$ cat src/rtl/config_sequencer_pkg.sv
// Shared constants, state encoding and beat helper for the configuration-bus sequencer.
// Address map: 0-63 PE, 64 memory, 65-127 network.
package config_sequencer_pkg;

    localparam int CFG_NUM_PE = 64;
    localparam int CFG_ADDR_W = 7;
    localparam int CFG_DATA_W = 16;
    localparam logic [CFG_ADDR_W-1:0] CFG_ADDR_MEM = 7'd64;
    localparam logic [CFG_ADDR_W-1:0] CFG_ADDR_NET = 7'd65;

    typedef enum logic [1:0] {
        ST_IDLE = 2'd0,
        ST_ADDR = 2'd1,
        ST_DATA = 2'd2,
        ST_GAP  = 2'd3
    } cfg_state_t;

    // Address beats carry the 7-bit target zero-extended to the bus width.
    function automatic logic [CFG_DATA_W-1:0] addr_beat(input logic [CFG_ADDR_W-1:0] addr);
        return {9'b0, addr};
    endfunction

endpackage

$ cat src/rtl/config_sequencer_fifo.sv
// Synchronous request FIFO; full/empty come from pointers carrying one extra wrap bit.
// A pop never frees space for a push in the same cycle because full is taken from registers.
module cfg_req_fifo #(
    parameter int DEPTH = 4,
    parameter int WIDTH = 24
) (
    input  logic             clk,
    input  logic             rst,
    input  logic             push,
    input  logic [WIDTH-1:0] push_data,
    input  logic             pop,
    output logic [WIDTH-1:0] pop_data,
    output logic             full,
    output logic             empty
);

    localparam int PTR_W = $clog2(DEPTH);

    logic [WIDTH-1:0] mem_r [DEPTH];
    logic [PTR_W:0]   wr_ptr_r;
    logic [PTR_W:0]   rd_ptr_r;
    logic             do_push_s;
    logic             do_pop_s;

    assign full      = (wr_ptr_r[PTR_W] != rd_ptr_r[PTR_W]) &&
                       (wr_ptr_r[PTR_W-1:0] == rd_ptr_r[PTR_W-1:0]);
    assign empty     = (wr_ptr_r == rd_ptr_r);
    assign do_push_s = push && !full;
    assign do_pop_s  = pop && !empty;
    assign pop_data  = mem_r[rd_ptr_r[PTR_W-1:0]];

    // Pointer update; reset empties the queue.
    always_ff @(posedge clk or posedge rst) begin
        if (rst) begin
            wr_ptr_r <= {(PTR_W+1){1'b0}};
            rd_ptr_r <= {(PTR_W+1){1'b0}};
        end else begin
            if (do_push_s) begin
                wr_ptr_r <= wr_ptr_r + (PTR_W+1)'(1);
            end
            if (do_pop_s) begin
                rd_ptr_r <= rd_ptr_r + (PTR_W+1)'(1);
            end
        end
    end

    // Entry storage needs no reset: slots are only read after being written.
    always_ff @(posedge clk) begin
        if (do_push_s) begin
            mem_r[wr_ptr_r[PTR_W-1:0]] <= push_data;
        end
    end

endmodule

$ cat src/rtl/config_sequencer.sv
// Serialises queued (addr, data) writes onto the two-beat configuration bus: address, data, gap.
// Optional CFG_BROADCAST_EN macro expands a broadcast request into 64 PE writes.
module config_sequencer
    import config_sequencer_pkg::*;
#(
    parameter int DEPTH      = 4,
    parameter int GAP_CYCLES = 1
) (
    input  logic                  clk,
    input  logic                  rst,
    input  logic                  req_valid,
    output logic                  req_ready,
    input  logic [CFG_ADDR_W-1:0] req_addr,
    input  logic [CFG_DATA_W-1:0] req_data,
    input  logic                  req_bcast,
    output logic [CFG_DATA_W-1:0] cfg_data,
    output logic                  cfg_valid,
    input  logic                  cfg_ready,
    output logic                  busy,
    output logic [15:0]           write_count
);

`ifdef CFG_BROADCAST_EN
    localparam int ENTRY_W = 1 + CFG_ADDR_W + CFG_DATA_W;
`else
    localparam int ENTRY_W = CFG_ADDR_W + CFG_DATA_W;
`endif
    localparam int GAP_W = (GAP_CYCLES > 1) ? $clog2(GAP_CYCLES) : 1;
    localparam logic [GAP_W-1:0] GAP_LAST = GAP_W'(GAP_CYCLES - 1);

    cfg_state_t            state_r;
    logic                  cfg_valid_r;
    logic [CFG_DATA_W-1:0] cfg_data_r;
    logic [CFG_DATA_W-1:0] data_q_r;
    logic [GAP_W-1:0]      gap_cnt_r;
    logic [15:0]           write_count_r;

    logic [ENTRY_W-1:0]    push_entry_s;
    logic [ENTRY_W-1:0]    pop_entry_s;
    logic                  fifo_full_s;
    logic                  fifo_empty_s;
    logic                  pop_s;
    logic [CFG_ADDR_W-1:0] pop_addr_s;
    logic [CFG_DATA_W-1:0] pop_data_s;

`ifdef CFG_BROADCAST_EN
    logic                  bcast_q_r;
    logic [5:0]            bcast_cnt_r;
    logic                  pop_bcast_s;

    assign push_entry_s = {req_bcast, req_addr, req_data};
    assign pop_bcast_s  = pop_entry_s[ENTRY_W-1];
`else
    logic                  unused_bcast_s;

    assign push_entry_s   = {req_addr, req_data};
    assign unused_bcast_s = req_bcast;
`endif

    assign pop_data_s = pop_entry_s[CFG_DATA_W-1:0];
    assign pop_addr_s = pop_entry_s[CFG_DATA_W +: CFG_ADDR_W];
    assign pop_s      = (state_r == ST_IDLE) && !fifo_empty_s;

    assign req_ready   = !fifo_full_s;
    assign busy        = !fifo_empty_s || (state_r != ST_IDLE);
    assign cfg_valid   = cfg_valid_r;
    assign cfg_data    = cfg_data_r;
    assign write_count = write_count_r;

    cfg_req_fifo #(
        .DEPTH (DEPTH),
        .WIDTH (ENTRY_W)
    ) u_fifo (
        .clk       (clk),
        .rst       (rst),
        .push      (req_valid),
        .push_data (push_entry_s),
        .pop       (pop_s),
        .pop_data  (pop_entry_s),
        .full      (fifo_full_s),
        .empty     (fifo_empty_s)
    );

    // Bus FSM; outputs are loaded together with the state they belong to.
    always_ff @(posedge clk or posedge rst) begin
        if (rst) begin
            state_r       <= ST_IDLE;
            cfg_valid_r   <= 1'b0;
            cfg_data_r    <= 16'd0;
            data_q_r      <= 16'd0;
            gap_cnt_r     <= {GAP_W{1'b0}};
            write_count_r <= 16'd0;
`ifdef CFG_BROADCAST_EN
            bcast_q_r     <= 1'b0;
            bcast_cnt_r   <= 6'd0;
`endif
        end else begin
            case (state_r)
                ST_IDLE: begin
                    if (!fifo_empty_s) begin
                        data_q_r    <= pop_data_s;
                        cfg_valid_r <= 1'b1;
                        state_r     <= ST_ADDR;
`ifdef CFG_BROADCAST_EN
                        bcast_q_r   <= pop_bcast_s;
                        bcast_cnt_r <= 6'd0;
                        cfg_data_r  <= pop_bcast_s ? addr_beat(7'd0) : addr_beat(pop_addr_s);
`else
                        cfg_data_r  <= addr_beat(pop_addr_s);
`endif
                    end
                end
                ST_ADDR: begin
                    if (cfg_ready) begin
                        cfg_data_r <= data_q_r;
                        state_r    <= ST_DATA;
                    end
                end
                ST_DATA: begin
                    // Data beat lasts one cycle whatever the receiver's ready says.
                    cfg_valid_r   <= 1'b0;
                    cfg_data_r    <= 16'd0;
                    write_count_r <= write_count_r + 16'd1;
                    gap_cnt_r     <= {GAP_W{1'b0}};
                    state_r       <= ST_GAP;
                end
                ST_GAP: begin
                    if (gap_cnt_r == GAP_LAST) begin
`ifdef CFG_BROADCAST_EN
                        if (bcast_q_r && (bcast_cnt_r != 6'd63)) begin
                            bcast_cnt_r <= bcast_cnt_r + 6'd1;
                            cfg_valid_r <= 1'b1;
                            cfg_data_r  <= addr_beat({1'b0, bcast_cnt_r + 6'd1});
                            state_r     <= ST_ADDR;
                        end else begin
                            state_r <= ST_IDLE;
                        end
`else
                        state_r <= ST_IDLE;
`endif
                    end else begin
                        gap_cnt_r <= gap_cnt_r + GAP_W'(1);
                    end
                end
                default: begin
                    state_r     <= ST_IDLE;
                    cfg_valid_r <= 1'b0;
                    cfg_data_r  <= 16'd0;
                end
            endcase
        end
    end

endmodule

$ cat config.mk
export PLATFORM = sky130hd
export DESIGN_NAME = config_sequencer
export DESIGN_NICKNAME = d
export VERILOG_FILES = /design/src/rtl/config_sequencer_pkg.sv /design/src/rtl/config_sequencer_fifo.sv /design/src/rtl/config_sequencer.sv
export SDC_FILE = /design/constraint.sdc
export NUM_CORES = 1
export LEC_CHECK = 0
export BUFFER_PORTS_ARGS = -buffer_cell sky130_fd_sc_hd__buf_2
export CORE_ASPECT_RATIO = 0.5
export CORE_UTILIZATION = 50
export DETAILED_ROUTE_END_ITERATION = 8
export GPL_ROUTABILITY_DRIVEN = 1
export PLACE_DENSITY = 0.68
export SYNTH_ARGS = -nofsm -noshare
export SYNTH_HDL_FRONTEND = slang
export SYNTH_SLANG_ARGS = --single-unit
$ cat constraint.sdc
create_clock -name clk -period 1.9 [get_ports clk]
set_input_delay 0.285 -clock clk [delete_from_list [all_inputs] [get_ports clk]]
set_output_delay 0.285 -clock clk [all_outputs]
set_load 0.02 [all_outputs]
==> flow_results.org <==
** Critical path
- STA classifies the critical path startpoint as a register.
- For the worst setup path, the data required time is 2.20 ns.
- Arrival time at the worst endpoint :: 2.14 ns
- Sequence of cells on the critical path :: inv_1, ha_2, and2b_2, a41oi_4, nand2b_1, buf_6, mux2_4
- Endpoint class of the critical path :: register
- The slowest stage of the critical path is the sky130_fd_sc_hd__dfrtp_1 cell.
- On the critical path the largest part of the delay comes from simple AND/OR/NAND/NOR gates.
- The largest single stage delay on the critical path is 0.35 ns.
- Total buffers and inverters traversed by the critical path :: 2
- Worst setup slack for register-to-register paths :: 0.06 ns
- Peak fanout along the critical path :: 7
- The critical path is of the reg -> reg type.

** Logic synthesis
- Of the post-synthesis cell area, the dominant cell type holds 0.4589.
- In the post-synthesis netlist, the biggest area contributors are sky130_fd_sc_hd__edfxtp_1 46%, sky130_fd_sc_hd__dfrtp_1 24%, sky130_fd_sc_hd__mux2_2 6.0%, sky130_fd_sc_hd__mux4_2 6.0%, sky130_fd_sc_hd__mux2i_1 2.7%.
- Register bit count reported by yosys :: 149
- Yosys instantiated no cell more often than sky130_fd_sc_hd__edfxtp_1.
- For this run, the leading register cell type out of synthesis is sky130_fd_sc_hd__edfxtp_1.
- Of the synthesized area, sequential elements account for 0.6959.
- The Yosys step of the flow raised 0 warnings.
- The mapped netlist covers 6020 sq um.
- Number of instances in the synthesized netlist :: 349
- Post-synth net total :: 388
- Sorting the synthesized cells by how often they occur yields 92 x sky130_fd_sc_hd__edfxtp_1, 57 x sky130_fd_sc_hd__dfrtp_1, 32 x sky130_fd_sc_hd__mux2_2.
- Post-synthesis average cell area :: 17.25 sq um
- Synthesis instantiated 40 different standard cells from the library.
- Number of enable flip-flop cells after synthesis :: 92
- Summed over all instances, the cell type with the most area after synthesis is sky130_fd_sc_hd__edfxtp_1.
- After synthesis, the share of flip-flops with an asynchronous set or reset is 0.3826.

** GRT
- Residual overflow from global routing :: 0
- Entering global routing, the biggest net connects 58 pins.
- The number of antenna violations at the first check in global routing was 0.
- For this run, the total global-route usage over all layers was measured as 0.1992.
- Global-route wire length before repair :: 17.83 mm
- The number of global-route vias before repair came to 3442.

** STA
- In the final timing run, aggregate negative setup slack is 0 ns.
- On the final layout, the worst clock skew is 0.007013 ns.
- Hold violation total from the final report :: 0
- After layout, the minimum clock period comes to 1.845 ns.
- In the finished design, the share of the clock period the worst path needs comes to 0.9708.
- At the pin with the least slew margin, the transition time is 0.3968 ns.
- Headroom to the max-slew limit came out at 0.7343.
- Final-report setup violation count :: 0
- For this run, the top clock speed supported by timing is 542.1 MHz.
- The max-slew violation total from the final report came to 0.

** Die
- Area enclosed by the die boundary :: 12510 sq um
- The floorplan has 27 rows.
- Core Region :: 11350 sq um
- Effective utilization at floorplan :: 0.5303
- 63 I/O pins were placed.
- In this run the horizontal extent of the chip is 157.2 um.
- The floorplan step set the die height to 79.59 um.

** Power and ir drop
- In this run the power spent charging and discharging nets is 0.004096 W.
- The completed layout was analyzed and its total power is 0.01315 W.
- For this design the static power due to leakage is 3.028 nW.
- Fraction of power spent switching nets :: 0.3115
- Flop pwr share :: 0.375
- Proportion of power drawn by the clock network :: 0.264
- Combinational power share :: 0.362
- Cell internal power was estimated by the tool at 0.009052 W.
- Power spread over the standard cell area amounts to 1764 nW/um^2.
- The worst-case IR drop observed on VDD is 0.0007504 V.

** Placed design
- Summing all placed instances gives a cell area of 6700 sq um.
- Final weighted congestion in routability-driven placement :: 0.7386
- The HPWL after detailed placement is 7.299 mm.
- Input and output buffers added on the ports amount to 61.

** CTS
- Master cell of the clock root buffer :: sky130_fd_sc_hd__clkbuf_16
- The H-tree generated during clock tree synthesis spans 4 levels.
- TritonCTS clock tree :: done
- The clock net in this run drives a total of 149 sinks.
- Clock-pin slew was measured on the worst setup and hold paths at 0.06 ns.
- The clock passes through at most 2 buffers.
- CTS Buf Count :: 17
- Later-pin clock latency in the skew report :: 0.41 ns

** Final layout
- Layout filler cell count :: 826
- Layout overhead on the synthesized area :: 23.82%
- After the last flow step, the layout net total stands at 487.
- Of the cells placed in the final design, the portion with a size suffix greater than 1 is 0.4252.
- Utilization after layout :: 0.6566
- Post-Layout Inst Area :: 7453 sq um
- Count of antenna diodes in the layout :: 0

** Detailed routing
- Initial DRC count :: 166
- The first detailed-routing pass took 4 iterations.
- The routed design has 11.32 mm of wire.
- For this run, design rule violations remaining after detail routing come to 0.
- Detailed routing inserted a total of 3244 vias.
- Post-detailed-route via-to-cell ratio :: 5.232
- Post-DRT Antenna Nets :: 0
- In the final routed layout, each cell accounts on average for 18.26 um.

** Flow run
- Max-cap violation count :: 0

** Status
- Result of the run :: complete, no violations

** Min path
- Class of the tightest hold or removal check :: in -> reg
registers in the layout, summed over array words and instances, names as in the netlist:
name	count
u_fifo.mem_r	92
cfg_data	16
data_q_r	16
write_count	16
u_fifo.rd_ptr_r	3
u_fifo.wr_ptr_r	3
state_r	2
cfg_valid	1
stage by stage:
step	setup slack [ns]	instances	hold WS, ns
2_1_floorplan	0.02828	349	0.3839
4_1_cts	-0.04593	614	0.06776
3_5_place_dp	-0.06717	580	0.3704
3_3_place_gp	-0.01758	580	0.3638
6_report	0.05548	620	0.08355
5_1_grt	-0.02326	620	0.06761
final cells by class:
type                    instances  area, sq um  area share
flip-flops and latches        149         4190      0.5622
multi-input cells             163         1718      0.2305
repair buffers                 97        656.9     0.08813
clock buffers                  19        432.9     0.05808
well taps                     159        198.9     0.02669
clock inverters                13        181.4     0.02434
inverters                      20        75.07     0.01007
path summary, 6_finish.rpt:
path | end | from | cells after the start
min | u_fifo.mem_r[3][5]$_DFFE_PP_ | req_data[5] | 1
max | cfg_data[0]$_DFFE_PP0P_ | state_r[1]$_DFFE_PP0P_ | 7
min reg2reg | write_count[15]$_DFFE_PP0P_ | write_count[15]$_DFFE_PP0P_ | 1
min in group asynchronous | cfg_data[8]$_DFFE_PP0P_ | rst | 4
max reg2reg | cfg_data[0]$_DFFE_PP0P_ | state_r[1]$_DFFE_PP0P_ | 7
max in group asynchronous | u_fifo.rd_ptr_r[0]$_DFFE_PP0P_ | rst | 4
power groups by stage:
stage	Sequential (W)	Clock (W)	Combinational [W]
3_3_place_gp	0.00491	0	0.00430
2_1_floorplan	0.00501	0	0.00298
4_1_cts	0.00492	0.00353	0.00449
3_5_place_dp	0.00497	0	0.00443
6_report	0.00492	0.00346	0.00476
5_1_grt	0.00501	0.00367	0.00515
timing repair:
action,CTS,global route
endpoints found under the setup margin,10,92
hold endpoints to repair,57,0
hold buffers,1,0
gates resized for setup,2,13
pin swaps,0,4
setup buffers,1,6
layer usage:
metal | up-vias | wire length (um) | global-route usage
met5 | - | 0 | 0
met4 | 0 | 148 | 0.06602
met3 | 14 | 625 | 0.06135
met2 | 87 | 5574 | 0.3389
met1 | 1655 | 4972 | 0.2440
li1 | 1488 | - | -
cells in the final DEF, fill, tap and decap left out, types with 4 or more instances in the layout:
cell type                    count
sky130_fd_sc_hd__mux2i_1        16
sky130_fd_sc_hd__a221o_1         7
sky130_fd_sc_hd__bufinv_16       4
sky130_fd_sc_hd__mux4_2         16
sky130_fd_sc_hd__edfxtp_1       92
sky130_fd_sc_hd__nor2_1          4
sky130_fd_sc_hd__buf_2          61
sky130_fd_sc_hd__clkinvlp_4      4
sky130_fd_sc_hd__ha_1            8
sky130_fd_sc_hd__and3_2          4
sky130_fd_sc_hd__buf_4          28
sky130_fd_sc_hd__xor2_1          8
sky130_fd_sc_hd__inv_1          18
sky130_fd_sc_hd__clkbuf_16      17
sky130_fd_sc_hd__mux2_2         32
sky130_fd_sc_hd__buf_12          6
sky130_fd_sc_hd__nand2_1        17
sky130_fd_sc_hd__nor3_1          9
sky130_fd_sc_hd__xnor2_1        11
sky130_fd_sc_hd__dfrtp_1        56
cells by family (layout without fill, tap and decap cells):
family | Yosys count | count (layout) | share of synthesized area
adder cells (fa/ha/maj) | 11 | 11 | 0.02286
XOR/XNOR | 22 | 22 | 0.03450
AND/OR/NAND/NOR | 51 | 51 | 0.04552
AO/OA/AOI/OAI | 14 | 14 | 0.02079
flip-flops | 149 | 149 | 0.6959
multiplexers | 65 | 65 | 0.1488
buffers and inverters | 37 | 149 | 0.03159
Power figures use the tool's default switching activity.
